`src/rtl/pipe_pkg.sv`:
```
// Shared constants for the pipelined MIPS32 ID stage: opcodes, funcs, ALU and
// PC-select encodings, MDU op encoding and the forwarding-code helper.
package pipe_pkg;

    localparam logic [5:0] OP_RTYPE = 6'b000000;
    localparam logic [5:0] OP_J     = 6'b000010;
    localparam logic [5:0] OP_JAL   = 6'b000011;
    localparam logic [5:0] OP_BEQ   = 6'b000100;
    localparam logic [5:0] OP_BNE   = 6'b000101;
    localparam logic [5:0] OP_ADDI  = 6'b001000;
    localparam logic [5:0] OP_ANDI  = 6'b001100;
    localparam logic [5:0] OP_ORI   = 6'b001101;
    localparam logic [5:0] OP_XORI  = 6'b001110;
    localparam logic [5:0] OP_LUI   = 6'b001111;
    localparam logic [5:0] OP_LW    = 6'b100011;
    localparam logic [5:0] OP_SW    = 6'b101011;

    localparam logic [5:0] FN_SLL   = 6'b000000;
    localparam logic [5:0] FN_SRL   = 6'b000010;
    localparam logic [5:0] FN_SRA   = 6'b000011;
    localparam logic [5:0] FN_JR    = 6'b001000;
    localparam logic [5:0] FN_MFHI  = 6'b010000;
    localparam logic [5:0] FN_MFLO  = 6'b010010;
    localparam logic [5:0] FN_MULT  = 6'b011000;
    localparam logic [5:0] FN_MULTU = 6'b011001;
    localparam logic [5:0] FN_DIV   = 6'b011010;
    localparam logic [5:0] FN_DIVU  = 6'b011011;
    localparam logic [5:0] FN_ADD   = 6'b100000;
    localparam logic [5:0] FN_SUB   = 6'b100010;
    localparam logic [5:0] FN_AND   = 6'b100100;
    localparam logic [5:0] FN_OR    = 6'b100101;
    localparam logic [5:0] FN_XOR   = 6'b100110;

    localparam logic [3:0] ALU_ADD = 4'b0000;
    localparam logic [3:0] ALU_SUB = 4'b0100;
    localparam logic [3:0] ALU_AND = 4'b0001;
    localparam logic [3:0] ALU_OR  = 4'b0101;
    localparam logic [3:0] ALU_XOR = 4'b0010;
    localparam logic [3:0] ALU_LUI = 4'b0110;
    localparam logic [3:0] ALU_SLL = 4'b0011;
    localparam logic [3:0] ALU_SRL = 4'b0111;
    localparam logic [3:0] ALU_SRA = 4'b1111;

    localparam logic [1:0] PC_SEQ    = 2'b00;
    localparam logic [1:0] PC_BRANCH = 2'b01;
    localparam logic [1:0] PC_JR     = 2'b10;
    localparam logic [1:0] PC_JUMP   = 2'b11;

    typedef enum logic [1:0] {
        MDU_MULT  = 2'b00,
        MDU_MULTU = 2'b01,
        MDU_DIV   = 2'b10,
        MDU_DIVU  = 2'b11
    } mdu_op_e;

    // Odd codes select a stage's ALU result, even codes its load data.
    function automatic int unsigned fwd_code(input int unsigned k, input logic m2reg);
        return m2reg ? (2 * k + 2) : (2 * k + 1);
    endfunction

endpackage

```
`src/rtl/pipeidcu_fwdn_if.sv`:
```
// ID-stage control bus: decode/forwarding inputs from the pipeline and the
// control outputs back to the datapath. master = pipeline side, slave = control unit.
interface pipeidcu_fwdn_if #(
    parameter int NFWD = 3,
    parameter int FW   = $clog2(2 * NFWD + 1)
);
    logic [5:0]        op;
    logic [5:0]        func;
    logic [4:0]        rs;
    logic [4:0]        rt;
    logic [5*NFWD-1:0] st_rn;
    logic [NFWD-1:0]   st_wreg;
    logic [NFWD-1:0]   st_m2reg;
    logic              rsrtequ;

    logic [3:0]        aluc;
    logic [1:0]        pcsrc;
    logic [FW-1:0]     fwda;
    logic [FW-1:0]     fwdb;
    logic              wreg, m2reg, wmem, aluimm, shift, jal, regrt, sext;
    logic              mdu_start;
    logic [1:0]        mdu_op;
    logic              mfhilo, hisel;
    logic              mdu_busy;
    logic              nostall;
    logic [15:0]       stall_cnt;

    modport master (
        output op, func, rs, rt, st_rn, st_wreg, st_m2reg, rsrtequ,
        input  aluc, pcsrc, fwda, fwdb, wreg, m2reg, wmem, aluimm, shift, jal,
               regrt, sext, mdu_start, mdu_op, mfhilo, hisel, mdu_busy,
               nostall, stall_cnt
    );

    modport slave (
        input  op, func, rs, rt, st_rn, st_wreg, st_m2reg, rsrtequ,
        output aluc, pcsrc, fwda, fwdb, wreg, m2reg, wmem, aluimm, shift, jal,
               regrt, sext, mdu_start, mdu_op, mfhilo, hisel, mdu_busy,
               nostall, stall_cnt
    );
endinterface

```
`src/rtl/mdu_scoreboard.sv`:
```
// MDU busy counter and saturating stall-cycle counter; the only sequential
// state in the decode path.
module mdu_scoreboard #(
    parameter int MDU_LAT = 4
) (
    input  logic        clk,
    input  logic        clrn,
    input  logic        mdu_start,
    input  logic        nostall,
    output logic        mdu_busy,
    output logic [15:0] stall_cnt
);
    logic [3:0] mcnt;

    // Issue only happens with mcnt==0, so load and decrement never compete.
    always_ff @(posedge clk or negedge clrn) begin
        if (!clrn) begin
            mcnt <= 4'd0;
        end else if (mdu_start) begin
            mcnt <= 4'(MDU_LAT);
        end else if (mcnt != 4'd0) begin
            mcnt <= mcnt - 4'd1;
        end
    end

    always_ff @(posedge clk or negedge clrn) begin
        if (!clrn) begin
            stall_cnt <= 16'd0;
        end else if (!nostall && stall_cnt != 16'hFFFF) begin
            stall_cnt <= stall_cnt + 16'd1;
        end
    end

    assign mdu_busy = (mcnt != 4'd0);

endmodule

```
`src/rtl/pipeidcu_fwdn.sv`:
```
// ID-stage control unit: instruction decode, NFWD-stage operand forwarding,
// load-use and MDU interlocks, and the global nostall.
module pipeidcu_fwdn
    import pipe_pkg::*;
#(
    parameter int NFWD       = 3,
    parameter int LOAD_STAGE = 1,
    parameter int MDU_LAT    = 4,
    parameter int FW         = $clog2(2 * NFWD + 1)
) (
    input logic            clk,
    input logic            clrn,
    pipeidcu_fwdn_if.slave bus
);
    logic [3:0] aluc_d;
    logic [1:0] pcsrc_d;
    logic       wreg_d, wmem_d, m2reg_d, aluimm_d, shift_d, jal_d, regrt_d, sext_d;
    logic       use_rs, use_rt, is_mdu, is_mfhi, is_mflo;

    always_comb begin
        aluc_d   = ALU_ADD;
        pcsrc_d  = PC_SEQ;
        wreg_d   = 1'b0;
        wmem_d   = 1'b0;
        m2reg_d  = 1'b0;
        aluimm_d = 1'b0;
        shift_d  = 1'b0;
        jal_d    = 1'b0;
        regrt_d  = 1'b0;
        sext_d   = 1'b0;
        use_rs   = 1'b0;
        use_rt   = 1'b0;
        is_mdu   = 1'b0;
        is_mfhi  = 1'b0;
        is_mflo  = 1'b0;
        case (bus.op)
            OP_RTYPE: begin
                case (bus.func)
                    FN_ADD: begin wreg_d = 1'b1; use_rs = 1'b1; use_rt = 1'b1; end
                    FN_SUB: begin wreg_d = 1'b1; use_rs = 1'b1; use_rt = 1'b1; aluc_d = ALU_SUB; end
                    FN_AND: begin wreg_d = 1'b1; use_rs = 1'b1; use_rt = 1'b1; aluc_d = ALU_AND; end
                    FN_OR:  begin wreg_d = 1'b1; use_rs = 1'b1; use_rt = 1'b1; aluc_d = ALU_OR;  end
                    FN_XOR: begin wreg_d = 1'b1; use_rs = 1'b1; use_rt = 1'b1; aluc_d = ALU_XOR; end
                    FN_SLL: begin wreg_d = 1'b1; use_rt = 1'b1; shift_d = 1'b1; aluc_d = ALU_SLL; end
                    FN_SRL: begin wreg_d = 1'b1; use_rt = 1'b1; shift_d = 1'b1; aluc_d = ALU_SRL; end
                    FN_SRA: begin wreg_d = 1'b1; use_rt = 1'b1; shift_d = 1'b1; aluc_d = ALU_SRA; end
                    FN_JR:  begin use_rs = 1'b1; pcsrc_d = PC_JR; end
                    FN_MFHI: begin wreg_d = 1'b1; is_mfhi = 1'b1; end
                    FN_MFLO: begin wreg_d = 1'b1; is_mflo = 1'b1; end
                    FN_MULT, FN_MULTU, FN_DIV, FN_DIVU: begin
                        use_rs = 1'b1; use_rt = 1'b1; is_mdu = 1'b1;
                    end
                    default: ;
                endcase
            end
            OP_ADDI: begin wreg_d = 1'b1; use_rs = 1'b1; aluimm_d = 1'b1; sext_d = 1'b1; regrt_d = 1'b1; end
            OP_ANDI: begin wreg_d = 1'b1; use_rs = 1'b1; aluimm_d = 1'b1; regrt_d = 1'b1; aluc_d = ALU_AND; end
            OP_ORI:  begin wreg_d = 1'b1; use_rs = 1'b1; aluimm_d = 1'b1; regrt_d = 1'b1; aluc_d = ALU_OR;  end
            OP_XORI: begin wreg_d = 1'b1; use_rs = 1'b1; aluimm_d = 1'b1; regrt_d = 1'b1; aluc_d = ALU_XOR; end
            OP_LW: begin
                wreg_d = 1'b1; m2reg_d = 1'b1; use_rs = 1'b1;
                aluimm_d = 1'b1; sext_d = 1'b1; regrt_d = 1'b1;
            end
            OP_SW: begin wmem_d = 1'b1; use_rs = 1'b1; use_rt = 1'b1; aluimm_d = 1'b1; sext_d = 1'b1; end
            OP_BEQ: begin
                use_rs = 1'b1; use_rt = 1'b1; sext_d = 1'b1;
                pcsrc_d = bus.rsrtequ ? PC_BRANCH : PC_SEQ;
            end
            OP_BNE: begin
                use_rs = 1'b1; use_rt = 1'b1; sext_d = 1'b1;
                pcsrc_d = bus.rsrtequ ? PC_SEQ : PC_BRANCH;
            end
            OP_LUI: begin wreg_d = 1'b1; aluimm_d = 1'b1; regrt_d = 1'b1; aluc_d = ALU_LUI; end
            OP_J:   begin pcsrc_d = PC_JUMP; end
            OP_JAL: begin wreg_d = 1'b1; jal_d = 1'b1; pcsrc_d = PC_JUMP; end
            default: ;
        endcase
    end

    logic [NFWD-1:0] hit_a, hit_b;

    for (genvar k = 0; k < NFWD; k++) begin : g_stage
        logic [4:0] rn;
        assign rn       = bus.st_rn[5*k +: 5];
        assign hit_a[k] = bus.st_wreg[k] && (rn != 5'd0) && (rn == bus.rs);
        assign hit_b[k] = bus.st_wreg[k] && (rn != 5'd0) && (rn == bus.rt);
    end

    logic [FW-1:0] fwda_d, fwdb_d;
    logic          lu_a, lu_b;

    // Scan oldest to youngest so the lowest matching stage overwrites the rest.
    always_comb begin
        fwda_d = '0;
        fwdb_d = '0;
        lu_a   = 1'b0;
        lu_b   = 1'b0;
        for (int k = NFWD - 1; k >= 0; k--) begin
            if (hit_a[k]) begin
                fwda_d = FW'(fwd_code(unsigned'(k), bus.st_m2reg[k]));
                lu_a   = bus.st_m2reg[k] && (k < LOAD_STAGE);
            end
            if (hit_b[k]) begin
                fwdb_d = FW'(fwd_code(unsigned'(k), bus.st_m2reg[k]));
                lu_b   = bus.st_m2reg[k] && (k < LOAD_STAGE);
            end
        end
    end

    logic    mdu_busy, nostall, mdu_start;
    mdu_op_e mop;

    assign nostall   = !((use_rs && lu_a) || (use_rt && lu_b) ||
                         ((is_mdu || is_mfhi || is_mflo) && mdu_busy));
    assign mdu_start = is_mdu && nostall;
    assign mop       = mdu_op_e'(bus.func[1:0]);

    mdu_scoreboard #(.MDU_LAT(MDU_LAT)) u_mdu_scoreboard (
        .clk       (clk),
        .clrn      (clrn),
        .mdu_start (mdu_start),
        .nostall   (nostall),
        .mdu_busy  (mdu_busy),
        .stall_cnt (bus.stall_cnt)
    );

    assign bus.aluc      = aluc_d;
    assign bus.pcsrc     = pcsrc_d;
    assign bus.fwda      = fwda_d;
    assign bus.fwdb      = fwdb_d;
    assign bus.wreg      = wreg_d && nostall;
    assign bus.wmem      = wmem_d && nostall;
    assign bus.m2reg     = m2reg_d;
    assign bus.aluimm    = aluimm_d;
    assign bus.shift     = shift_d;
    assign bus.jal       = jal_d;
    assign bus.regrt     = regrt_d;
    assign bus.sext      = sext_d;
    assign bus.mdu_start = mdu_start;
    assign bus.mdu_op    = mop;
    assign bus.mfhilo    = is_mfhi || is_mflo;
    assign bus.hisel     = is_mfhi;
    assign bus.mdu_busy  = mdu_busy;
    assign bus.nostall   = nostall;

endmodule

```
`src/flat_wrapper.sv`:
```
// flat-port wrapper written by rule: the top's interface ports become plain ports
module pipeidcu_fwdn_flat import pipe_pkg::*;
#(
    parameter int NFWD       = 3,
    parameter int LOAD_STAGE = 1,
    parameter int MDU_LAT    = 4,
    parameter int FW         = $clog2(2 * NFWD + 1)
)
  (clk, clrn, bus_op, bus_func, bus_rs, bus_rt, bus_st_rn, bus_st_wreg, bus_st_m2reg, bus_rsrtequ, bus_aluc, bus_pcsrc, bus_fwda, bus_fwdb, bus_wreg, bus_m2reg, bus_wmem, bus_aluimm, bus_shift, bus_jal, bus_regrt, bus_sext, bus_mdu_start, bus_mdu_op, bus_mfhilo, bus_hisel, bus_mdu_busy, bus_nostall, bus_stall_cnt);
  pipeidcu_fwdn_if #(.NFWD(NFWD), .FW(FW)) bus_i ();
  input logic clk;
  input logic clrn;
  input wire logic [$bits(bus_i.op)-1:0] bus_op;
  input wire logic [$bits(bus_i.func)-1:0] bus_func;
  input wire logic [$bits(bus_i.rs)-1:0] bus_rs;
  input wire logic [$bits(bus_i.rt)-1:0] bus_rt;
  input wire logic [$bits(bus_i.st_rn)-1:0] bus_st_rn;
  input wire logic [$bits(bus_i.st_wreg)-1:0] bus_st_wreg;
  input wire logic [$bits(bus_i.st_m2reg)-1:0] bus_st_m2reg;
  input wire logic [$bits(bus_i.rsrtequ)-1:0] bus_rsrtequ;
  output wire logic [$bits(bus_i.aluc)-1:0] bus_aluc;
  output wire logic [$bits(bus_i.pcsrc)-1:0] bus_pcsrc;
  output wire logic [$bits(bus_i.fwda)-1:0] bus_fwda;
  output wire logic [$bits(bus_i.fwdb)-1:0] bus_fwdb;
  output wire logic [$bits(bus_i.wreg)-1:0] bus_wreg;
  output wire logic [$bits(bus_i.m2reg)-1:0] bus_m2reg;
  output wire logic [$bits(bus_i.wmem)-1:0] bus_wmem;
  output wire logic [$bits(bus_i.aluimm)-1:0] bus_aluimm;
  output wire logic [$bits(bus_i.shift)-1:0] bus_shift;
  output wire logic [$bits(bus_i.jal)-1:0] bus_jal;
  output wire logic [$bits(bus_i.regrt)-1:0] bus_regrt;
  output wire logic [$bits(bus_i.sext)-1:0] bus_sext;
  output wire logic [$bits(bus_i.mdu_start)-1:0] bus_mdu_start;
  output wire logic [$bits(bus_i.mdu_op)-1:0] bus_mdu_op;
  output wire logic [$bits(bus_i.mfhilo)-1:0] bus_mfhilo;
  output wire logic [$bits(bus_i.hisel)-1:0] bus_hisel;
  output wire logic [$bits(bus_i.mdu_busy)-1:0] bus_mdu_busy;
  output wire logic [$bits(bus_i.nostall)-1:0] bus_nostall;
  output wire logic [$bits(bus_i.stall_cnt)-1:0] bus_stall_cnt;
  assign bus_i.op = bus_op;
  assign bus_i.func = bus_func;
  assign bus_i.rs = bus_rs;
  assign bus_i.rt = bus_rt;
  assign bus_i.st_rn = bus_st_rn;
  assign bus_i.st_wreg = bus_st_wreg;
  assign bus_i.st_m2reg = bus_st_m2reg;
  assign bus_i.rsrtequ = bus_rsrtequ;
  assign bus_aluc = bus_i.aluc;
  assign bus_pcsrc = bus_i.pcsrc;
  assign bus_fwda = bus_i.fwda;
  assign bus_fwdb = bus_i.fwdb;
  assign bus_wreg = bus_i.wreg;
  assign bus_m2reg = bus_i.m2reg;
  assign bus_wmem = bus_i.wmem;
  assign bus_aluimm = bus_i.aluimm;
  assign bus_shift = bus_i.shift;
  assign bus_jal = bus_i.jal;
  assign bus_regrt = bus_i.regrt;
  assign bus_sext = bus_i.sext;
  assign bus_mdu_start = bus_i.mdu_start;
  assign bus_mdu_op = bus_i.mdu_op;
  assign bus_mfhilo = bus_i.mfhilo;
  assign bus_hisel = bus_i.hisel;
  assign bus_mdu_busy = bus_i.mdu_busy;
  assign bus_nostall = bus_i.nostall;
  assign bus_stall_cnt = bus_i.stall_cnt;
  pipeidcu_fwdn #(.NFWD(NFWD), .LOAD_STAGE(LOAD_STAGE), .MDU_LAT(MDU_LAT), .FW(FW)) u_core (.clk(clk), .clrn(clrn), .bus(bus_i));
endmodule
```
`config.mk`:
```
export PLATFORM = sky130hd
export DESIGN_NAME = pipeidcu_fwdn_flat
export DESIGN_NICKNAME = d
export VERILOG_FILES = /design/src/rtl/pipe_pkg.sv /design/src/rtl/pipeidcu_fwdn_if.sv /design/src/rtl/mdu_scoreboard.sv /design/src/rtl/pipeidcu_fwdn.sv /design/src/flat_wrapper.sv
export SDC_FILE = /design/constraint.sdc
export NUM_CORES = 1
export LEC_CHECK = 0
export CAP_MARGIN = 40
export CELL_PAD_IN_SITES_DETAIL_PLACEMENT = 1
export CELL_PAD_IN_SITES_GLOBAL_PLACEMENT = 2
export CORE_AREA = 2 2 103 105
export DETAILED_ROUTE_END_ITERATION = 16
export DIE_AREA = 0 0 105 107
export PLACE_DENSITY = 0.84
export REMOVE_ABC_BUFFERS = 1
export SLEW_MARGIN = 10
export SYNTH_ARGS = -nofsm -noshare
export SYNTH_HDL_FRONTEND = slang
export SYNTH_SLANG_ARGS = --single-unit
```
`constraint.sdc`:
```
create_clock -name clk -period 2.2 [get_ports clk]
set_input_delay 0.33 -clock clk [delete_from_list [all_inputs] [get_ports clk]]
set_output_delay 0.33 -clock clk [all_outputs]
set_load 0.02 [all_outputs]
```
# Word-level counts from Yosys, hierarchy flattened
# Cells that the tools add are included.
[word_totals]
reg_bits = 20
[classes]
add_sub_neg = 2
reduce_logical = 41
muxes = 39
n_eq_ne = 32
[op_table]
columns = ["op", "n"]
rows = [
  ["== test 6 bit (second input constant)", 7],
  ["== test 6 x 4 -> 1 bit (second input constant)", 6],
  ["== test 6 x 5 -> 1 bit (second input constant)", 6],
  ["== test 5 bit", 6],
  ["case mux 4 bit (7 select lines)", 1],
  ["== test 6 x 2 -> 1 bit (second input constant)", 4],
  ["two-way mux 1 bit", 21],
  ["two-way mux 3 bit", 7],
  ["case mux 4 bit (5 select lines)", 1],
  ["OR reduction 10 bit", 2],
  ["adder 16 x 1 -> 16 bit (second input constant)", 1],
  ["logical AND 1 bit", 16],
  ["inequality test 16 bit (second input constant)", 1],
  ["nonzero test 5 bit", 3],
  ["OR reduction 7 bit", 2],
  ["== test 6 x 3 -> 1 bit (second input constant)", 2],
  ["logical NOT 6 bit", 2],
  ["OR reduction 12 bit", 1],
  ["two-way mux 4 bit", 2],
  ["case mux 2 bit (4 select lines)", 1],
  ["OR reduction 8 bit", 1],
  ["two-way mux 2 bit", 3],
  ["case mux 1 bit (2 select lines)", 3],
  ["OR reduction 3 bit", 2],
  ["9 further kinds", 13],
]

# Logic depth before layout (Yosys ltp)
# Gate-level depths: netlist of run 1.
[logic_depth]
depth_word = 11
mapped_depth = 9
depth_no_buf = 7

# Hierarchy
# Synthesis of run 1 repeated with hierarchy kept, for this count alone.
[hier_totals]
cells_unflattened = 259
hier_area_um2 = 2128.3
[by_module_without_submodules]
columns = ["mod", "area_per_inst_um2", "cells_each", "seq_area_each_um2", "instances"]
rows = [
  ["pipeidcu_fwdn", 1072.3, 165, 0.0, 1],
  ["mdu_scoreboard", 1056.0, 94, 500.5, 1],
]

# Worst setup path after synthesis of run 1
# No wires, ideal clock.
[synth_timing]
path_kind = "input to output"
startpoint = "in bus_st_rn[5]"
endpoint = "out bus_fwda[1]"
setup_slack_ns = -0.179
path_buffers = 0
required_ns = 1.870
arrival_ns = 2.049
cell_stages = 7
cell_sequence = "or4_4 > o21ai_2 > nor4_1 > or4_4 > nor2_1 > nor2_1 > o21ai_1"
[synth_between]
elab_chain_cells = 5
[synth_rtl]
columns = ["item", "line", "rtl"]
rows = [
  ["start, declared", "flat_wrapper.sv:17", "input wire logic [$bits(bus_i.st_rn)-1:0] bus_st_rn;"],
  ["nonzero test 5 bit", "pipeidcu_fwdn.sv:85", "assign hit_a[k] = bus.st_wreg[k] && (rn != 5'd0) && (rn == bus.rs);"],
  ["logical AND 1 bit", "pipeidcu_fwdn.sv:85", ""],
  ["logical AND 1 bit *", "pipeidcu_fwdn.sv:85", ""],
  ["two-way mux 3 bit * (2 in a row)", "pipeidcu_fwdn.sv:99", "if (hit_a[k]) begin"],
  ["end, declared", "flat_wrapper.sv:23", "output wire logic [$bits(bus_i.fwda)-1:0] bus_fwda;"],
]
# Every way passes the cells marked *; elsewhere a longest branch is shown, timed or not.

# Final worst setup path of run 1
[layout_timing]
startpoint = "in bus_st_rn[9]"
endpoint = "out bus_fwdb[0]"
[layout_between]
elab_chain_cells = 5
[layout_rtl]
columns = ["item", "line", "rtl"]
rows = [
  ["nonzero test 5 bit", "pipeidcu_fwdn.sv:86", "assign hit_b[k] = bus.st_wreg[k] && (rn != 5'd0) && (rn == bus.rt);"],
  ["logical AND 1 bit", "pipeidcu_fwdn.sv:86", ""],
  ["logical AND 1 bit *", "pipeidcu_fwdn.sv:86", ""],
  ["two-way mux 3 bit * (2 in a row)", "pipeidcu_fwdn.sv:103", "if (hit_b[k]) begin"],
  ["end, declared", "flat_wrapper.sv:24", "output wire logic [$bits(bus_i.fwdb)-1:0] bus_fwdb;"],
]
# Marked as above.

==> results of run 1 <==
layer usage:
metal / global-route usage [%] / part of all wire [%]
met4: 1.43 / 0.20
met3: 2.19 / 4.2
met2: 29.3 / 53
met5: 0 / 0
met1: 18.4 / 43
report_power, final:
group,leakage (nW),internal (mW),switching (mW),total (mW)
combinational,1.53,0.343,0.317,0.660
clock,0.0357,0.243,0.124,0.367
sequential,0.266,0.411,0.0304,0.442
total,1.83,0.997,0.472,1.47
cells in the final DEF, fill, tap and decap left out, drive strengths merged, types with 6 or more instances in the layout:
cell,count
nand2,17
nand3,17
and3,6
nor2,20
xnor2,25
inv,12
nor4,10
xor2,18
clkdlybuf4s50,25
a21oi,14
dlygate4sd2,15
or4,8
o21ai,11
dfrtp,20
clkdlybuf4s15,6
clkbuf,9
buf,130
nand4,9
worst paths after layout:
check / start / to / slack [ns]
max in group asynchronous: clrn / u_core.u_mdu_scoreboard.stall_cnt[6] / 1.57
min in group clk: u_core.u_mdu_scoreboard.stall_cnt[9] / u_core.u_mdu_scoreboard.stall_cnt[9] / 0.51
setup reg to reg: u_core.u_mdu_scoreboard.stall_cnt[6] / u_core.u_mdu_scoreboard.stall_cnt[15] / 0.22
hold / removal: clrn / u_core.u_mdu_scoreboard.stall_cnt[0] / 0.41
setup / recovery: bus_st_rn[9] / bus_fwdb[0] / -0.32
hold reg to reg: u_core.u_mdu_scoreboard.stall_cnt[9] / u_core.u_mdu_scoreboard.stall_cnt[9] / 0.51
logic make-up (layout without fill, tap and decap cells):
kind of cell | count (synthesis) | count (layout)
simple gates | 118 | 118
xor+xnor | 43 | 43
mux | 6 | 6
flops | 20 | 20
fa+ha+maj | 3 | 3
compound gates | 42 | 42
buf+inv | 25 | 199
synthesized netlist by cell type, types with 2 or more instances:
| cell type | number | area [sq um] |
|---|---|---|
| nor4b_1 | 3 | 26.3 |
| nand2_1 | 17 | 63.8 |
| a221oi_1 | 2 | 17.5 |
| o22ai_1 | 3 | 18.8 |
| a31oi_1 | 2 | 12.5 |
| buf_2 | 4 | 20.0 |
| nand2b_1 | 5 | 31.3 |
| nor4_1 | 7 | 43.8 |
| o21ai_1 | 3 | 15.0 |
| and2_1 | 4 | 25.0 |
| nand4_1 | 9 | 56.3 |
| o21ai_2 | 3 | 26.3 |
| or3_1 | 2 | 12.5 |
| nor2b_1 | 4 | 25.0 |
| nor4_4 | 2 | 42.5 |
| dfrtp_1 | 20 | 500 |
| nand3_1 | 16 | 80.1 |
| nor3b_1 | 2 | 15.0 |
| or4_4 | 3 | 33.8 |
| nor2_1 | 20 | 75.1 |
| ha_1 | 3 | 37.5 |
| or4_1 | 5 | 37.5 |
| xor2_1 | 18 | 158 |
| nor3_1 | 4 | 20.0 |
| o21ai_0 | 5 | 25.0 |
| xnor2_1 | 25 | 219 |
| a21oi_1 | 13 | 65.1 |
| buf_4 | 4 | 30.0 |
| and3_1 | 6 | 37.5 |
| mux2_2 | 5 | 56.3 |
| clkbuf_1 | 5 | 18.8 |
| inv_1 | 12 | 45.0 |
flip-flops by register name, indices dropped and copies added (netlist names):
| register | cells |
|---|---|
| u_core.u_mdu_scoreboard.mcnt | 4 |
| u_core.u_mdu_scoreboard.stall_cnt | 16 |
worst max-delay path: stages:
cell and delay [ns]:
buf_6 0.09, or4_4 0.53, o21ai_4 0.17, buf_6 0.12, nor4_4 0.03, or4_4 0.46, o21ai_2 0.15, nor2_1 0.06
a21oi_2 0.09, buf_4 0.15
what timing repair did:
item | CTS | global route
pin swaps | 43 | 25
gates resized for setup | 251 | 44
gates cloned | 0 | 0
buffers inserted | 23 | 5
endpoints found under the setup margin | 43 | 27
layout make-up:
class	count	area, sq um
fillers	1224	5960
multi-input cells	212	1790
repair buffers	183	1550
flip-flops and latches	20	500
well taps	136	170
inverters	12	45.0
clock buffers	3	41.3
clock inverters	1	30.0
==> impl_metrics.py, run 1 <==
metrics = {
    "run_status": {
        "outcome": "complete, but fails checks",
        "violations": "negative setup slack",
    },
    "worst_setup_path": {
        "crit_path_end_kind": "output port",
        "startpoint_type": "input port",
        "critPathMaxFanout": 3,
        "required_ns": 1.87,
        "rr_worst_depth": 9,
        "path_class": "input port to output port",
        "cp.arrival_ns": 2.19,
    },
    "sta": {
        "hold_viol": 0,
        "slew_headroom_pct": 75.6,
        "period_minus_slack_ns": 2.52,
        "drv_slew": 0,
        "finalSetupTns_ns": -1.82,
        "max_slew.worst_pin.slew_ns": 0.364,
        "fmax_mhz": 396,
        "setup_viol": 10,
        "timing.hold.ws_ns": 0.409,
        "fin_skew_ns": 0.00639,
        "setup_ws_ns": -0.324,
        "rsz0062_at_grt": "true",
        "timing.final.crit_share_pct": 115,
    },
    "yosys": {
        "synth-xor-area-share_pct": 18.0,
        "ys_warn_count": 0,
        "yosysUniqueCellTypes": 53,
        "synth-seq-cells": 20,
        "ys.flop_type": "dfrtp_1",
        "ys_async_sr_fraction_pct": 100,
        "synth_fa_ha_area_share_pct": 1.80,
        "yosysSeqAreaShare_pct": 23.9,
        "synth-simple-area-share_pct": 33.9,
        "synth_compound_area_share_pct": 13.7,
        "avgSynthCellArea_sq_um": 8.14,
        "netlist_area_sq_um": 2090,
        "synthMuxAreaShare_pct": 3.17,
        "synthCells": 257,
        "synth-edff-count": 0,
        "synth_top_family_by_area": "simple AND/OR/NAND/NOR gates",
    },
    "placed_design": {
        "pre_cts_slack_ns": -1.16,
        "gp_congestion": 0.798,
        "port_buffers": 88,
        "dp_cells": 539,
        "postPlaceCellArea_sq_um": 3620,
        "place_hpwl_um": 6640,
    },
    "floorplanning": {
        "pin_count": 89,
        "initial_core_util_pct": 20.7,
        "die_w_um": 105,
        "rows": 37,
        "fp.coreArea_sq_um": 10100,
        "fp.dieH_um": 107,
        "design.die.area_sq_um": 11200,
    },
    "pwr": {
        "power.leakage_nw": 1.83,
        "ir_drop_mv": 0.287,
        "power_density_nw_per_um2": 355,
        "power.total_mw": 1.47,
    },
    "clocking": {
        "cts-root-buf": "clkbuf_8",
        "cts_hold_buf": 0,
        "htree_levels": 1,
        "cts_inserted_buffers": 3,
        "clock-sinks": 20,
        "clkTransAtPathRegs_ns": 0.08,
        "insertion_delay_ns": 0.26,
        "clk_path_buf_depth": 2,
        "cts_tree": "built",
    },
    "worst_hold_path": {
        "hp-class": "input port to async pin",
    },
    "global_route": {
        "grt_pass1_vias": 2815,
        "antenna_found_initial": 0,
        "grt_usage_pct": 15.2,
        "grt_pass1_wl_um": 14000,
        "overflow": 0,
        "grt_start_max_net_pins": 21,
    },
    "flow_run": {
        "cap_viol_max_count": 0,
    },
    "routing": {
        "drt_iter0_drc": 58,
        "drc": 0,
        "vias": 2600,
        "wire_per_inst_um": 15.4,
        "ant_nets": 0,
        "wl_um": 8710,
        "drt_pass1_iterations": 4,
        "post_drt_via_cell_ratio": 4.59,
    },
    "final_layout": {
        "stdcell_count": 567,
        "diodes": 0,
        "syn2layout_area_growth_pct": 97.7,
        "nNetsFinal": 481,
        "fin_util_pct": 41.0,
        "layout-drive-gt1-share_pct": 45.9,
        "fin_area_sq_um": 4130,
    },
}
(Power assumes the default switching activity.)
==> run 2, diff against run 1 <==
--- a/config.mk
+++ b/config.mk
@@ -13,6 +13,7 @@
 export DIE_AREA = 0 0 105 107
 export PLACE_DENSITY = 0.84
 export REMOVE_ABC_BUFFERS = 1
+export SKIP_CTS_REPAIR_TIMING = 1
 export SLEW_MARGIN = 10
 export SYNTH_ARGS = -nofsm -noshare
 export SYNTH_HDL_FRONTEND = slang
==> impl_metrics.py, run 2 (synthesis results as in run 1) <==
metrics = {
    "clocking": {
        "htree_levels": 1,
        "cts_inserted_buffers": 3,
        "clkTransAtPathRegs_ns": 0.08,
        "cts_tree": "built",
        "insertion_delay_ns": 0.26,
        "clock-sinks": 20,
        "clk_path_buf_depth": 2,
        "cts-root-buf": "clkbuf_8",
    },
    "final_layout": {
        "fillers": 1201,
        "largest_reg_flops": 16,
        "nNetsFinal": 470,
        "regMostFlops": "u_core.u_mdu_scoreboard.stall_cnt",
        "syn2layout_area_growth_pct": 98.8,
        "top_regs": "u_core.u_mdu_scoreboard.stall_cnt: 16 flops, u_core.u_mdu_scoreboard.mcnt: 4 flops",
        "layout-drive-gt1-share_pct": 41.9,
        "stdcell_count": 556,
        "layout_commonest_cell": "buf_4",
        "diodes": 0,
        "layout_common_cells": "76 x buf_4, 35 x dlymetal6s2s_1, 26 x clkdlybuf4s50_1, 25 x xnor2_1, 22 x buf_6",
    },
    "flow_run": {
        "cap_viol_max_count": 0,
    },
    "global_route": {
        "grt_start_max_net_pins": 21,
        "antenna_found_initial": 0,
        "grt_usage_pct": 13.6,
        "grt_pass1_vias": 2610,
        "overflow": 0,
        "grt_pass1_wl_um": 12600,
    },
    "worst_hold_path": {
        "hp-class": "input port to async pin",
    },
    "placed_design": {
        "pre_cts_slack_ns": -1.16,
        "port_buffers": 88,
        "dp_cells": 539,
        "place_hpwl_um": 6640,
        "gp_congestion": 0.798,
    },
    "floorplanning": {
        "initial_core_util_pct": 20.7,
        "fp.dieH_um": 107,
        "fp.coreArea_sq_um": 10100,
        "die_w_um": 105,
        "pin_count": 89,
        "design.die.area_sq_um": 11200,
        "rows": 37,
    },
    "worst_setup_path": {
        "crit_buf_inv": 2,
        "critPathMaxFanout": 3,
        "crit_path_max_incr_delay_ns": 0.54,
        "path_cells": "buf_6, or4_4, o21ai_4, nor4_4, or4_4, o21ai_2, nor2_2, a21oi_2, buf_4",
        "crit_path_end_kind": "output port",
        "crit_top_cell": "or4_4",
        "crit_path_top_delay_cell": "or4_4",
        "critPathTopFamily": "simple AND/OR/NAND/NOR gates",
        "cp.arrival_ns": 2.18,
        "required_ns": 1.87,
        "startpoint_type": "input port",
        "path_class": "input port to output port",
    },
    "pwr": {
        "clock_power_share_pct": 24.9,
        "p_comb_share_pct": 45.0,
        "power.leakage_nw": 2.09,
        "power_frac_seq_pct": 30.1,
        "power.internal_mw": 1.00,
        "power_density_nw_per_um2": 352,
        "switching_share_pct": 31.6,
        "ir_drop_mv": 0.287,
        "p_sw_mw": 0.463,
    },
    "run_status": {
        "violations": "negative setup slack",
        "outcome": "complete, but fails checks",
    },
    "routing": {
        "ant_nets": 0,
        "drt_iter0_drc": 53,
        "drt_pass1_iterations": 4,
        "post_drt_via_cell_ratio": 4.56,
        "drc": 0,
        "wl_um": 8410,
        "wire_per_inst_um": 15.1,
        "vias": 2534,
    },
    "sta": {
        "slew_headroom_pct": 73.6,
        "setup_ws_ns": -0.311,
        "drv_slew": 0,
        "timing.final.crit_share_pct": 114,
        "fmax_mhz": 398,
        "setup_viol": 15,
        "rsz0062_at_grt": "true",
        "period_minus_slack_ns": 2.51,
        "fin_skew_ns": 0.00462,
        "max_slew.worst_pin.slew_ns": 0.395,
        "hold_viol": 0,
    },
}
[run 2: worst paths after layout]
kind | end | slack, ns | cells after the start | from
hold / removal | u_core.u_mdu_scoreboard.stall_cnt[0] | 0.41 | 2 | clrn
max in group asynchronous | u_core.u_mdu_scoreboard.stall_cnt[6] | 1.57 | 2 | clrn
setup / recovery | bus_fwdb[0] | -0.31 | 9 | bus_st_rn[9]
hold reg to reg | u_core.u_mdu_scoreboard.mcnt[3] | 0.51 | 1 | u_core.u_mdu_scoreboard.mcnt[3]
setup reg to reg | u_core.u_mdu_scoreboard.stall_cnt[1] | 0.13 | 8 | u_core.u_mdu_scoreboard.stall_cnt[6]
min in group clk | u_core.u_mdu_scoreboard.mcnt[3] | 0.51 | 1 | u_core.u_mdu_scoreboard.mcnt[3]
[run 2: layer usage]
metal | track usage (%) | up-vias | routed length (um)
li1 | - | 1250 | -
met1 | 17.2 | 1211 | 3750
met2 | 24.7 | 69 | 4250
met3 | 2.31 | 4 | 348
met4 | 2.10 | 0 | 68
met5 | 0 | - | 0
[run 2: stage by stage]
| stage | hold slack (ns) | total power [mW] | TNS (ns) | utilization (%) | cell area [sq um] |
|---|---|---|---|---|---|
| after floorplan | 0.0344 | 0.700 | -0.616 | - | 2020 |
| after global placement | 0.484 | 1.04 | -26.18 | 35.9 | 3620 |
| after detailed placement | 0.503 | 1.07 | -27.44 | 35.9 | 3620 |
| after CTS | 0.422 | 1.44 | -22.61 | 36.6 | 3690 |
| after global routing | 0.430 | 1.57 | -3.38 | 41.2 | 4160 |
| final | 0.408 | 1.46 | -2.02 | 41.2 | 4160 |
[run 2: worst register-to-register path: cells and delay by family (launching register included)]
| kind | cells | cell delay (ns) |
|---|---|---|
| buffers and inverters | 2 | 0.33 |
| AND/OR/NAND/NOR | 4 | 0.89 |
| multiplexers | 1 | 0.28 |
| AO/OA/AOI/OAI | 1 | 0.05 |
| flip-flops | 1 | 0.42 |
[run 2: area by class of cell]
type | instances | area [sq um] | share of cell area [%]
tap | 136 | 170 | 4.09
timing repair buffer | 172 | 1610 | 38.7
multi-input combinational | 212 | 1760 | 42.4
inverter | 12 | 45.0 | 1.08
clock buffer | 3 | 41.3 | 0.993
clock inverter | 1 | 30.0 | 0.722
sequential | 20 | 500 | 12.0
[run 2: power by group through the flow]
stage	Clock (mW)	Combinational, mW	Sequential [mW]
2_1_floorplan	0	0.251	0.448
3_3_place_gp	0	0.597	0.445
3_5_place_dp	0	0.615	0.450
4_1_cts	0.377	0.617	0.443
5_1_grt	0.399	0.725	0.450
6_report	0.365	0.658	0.441
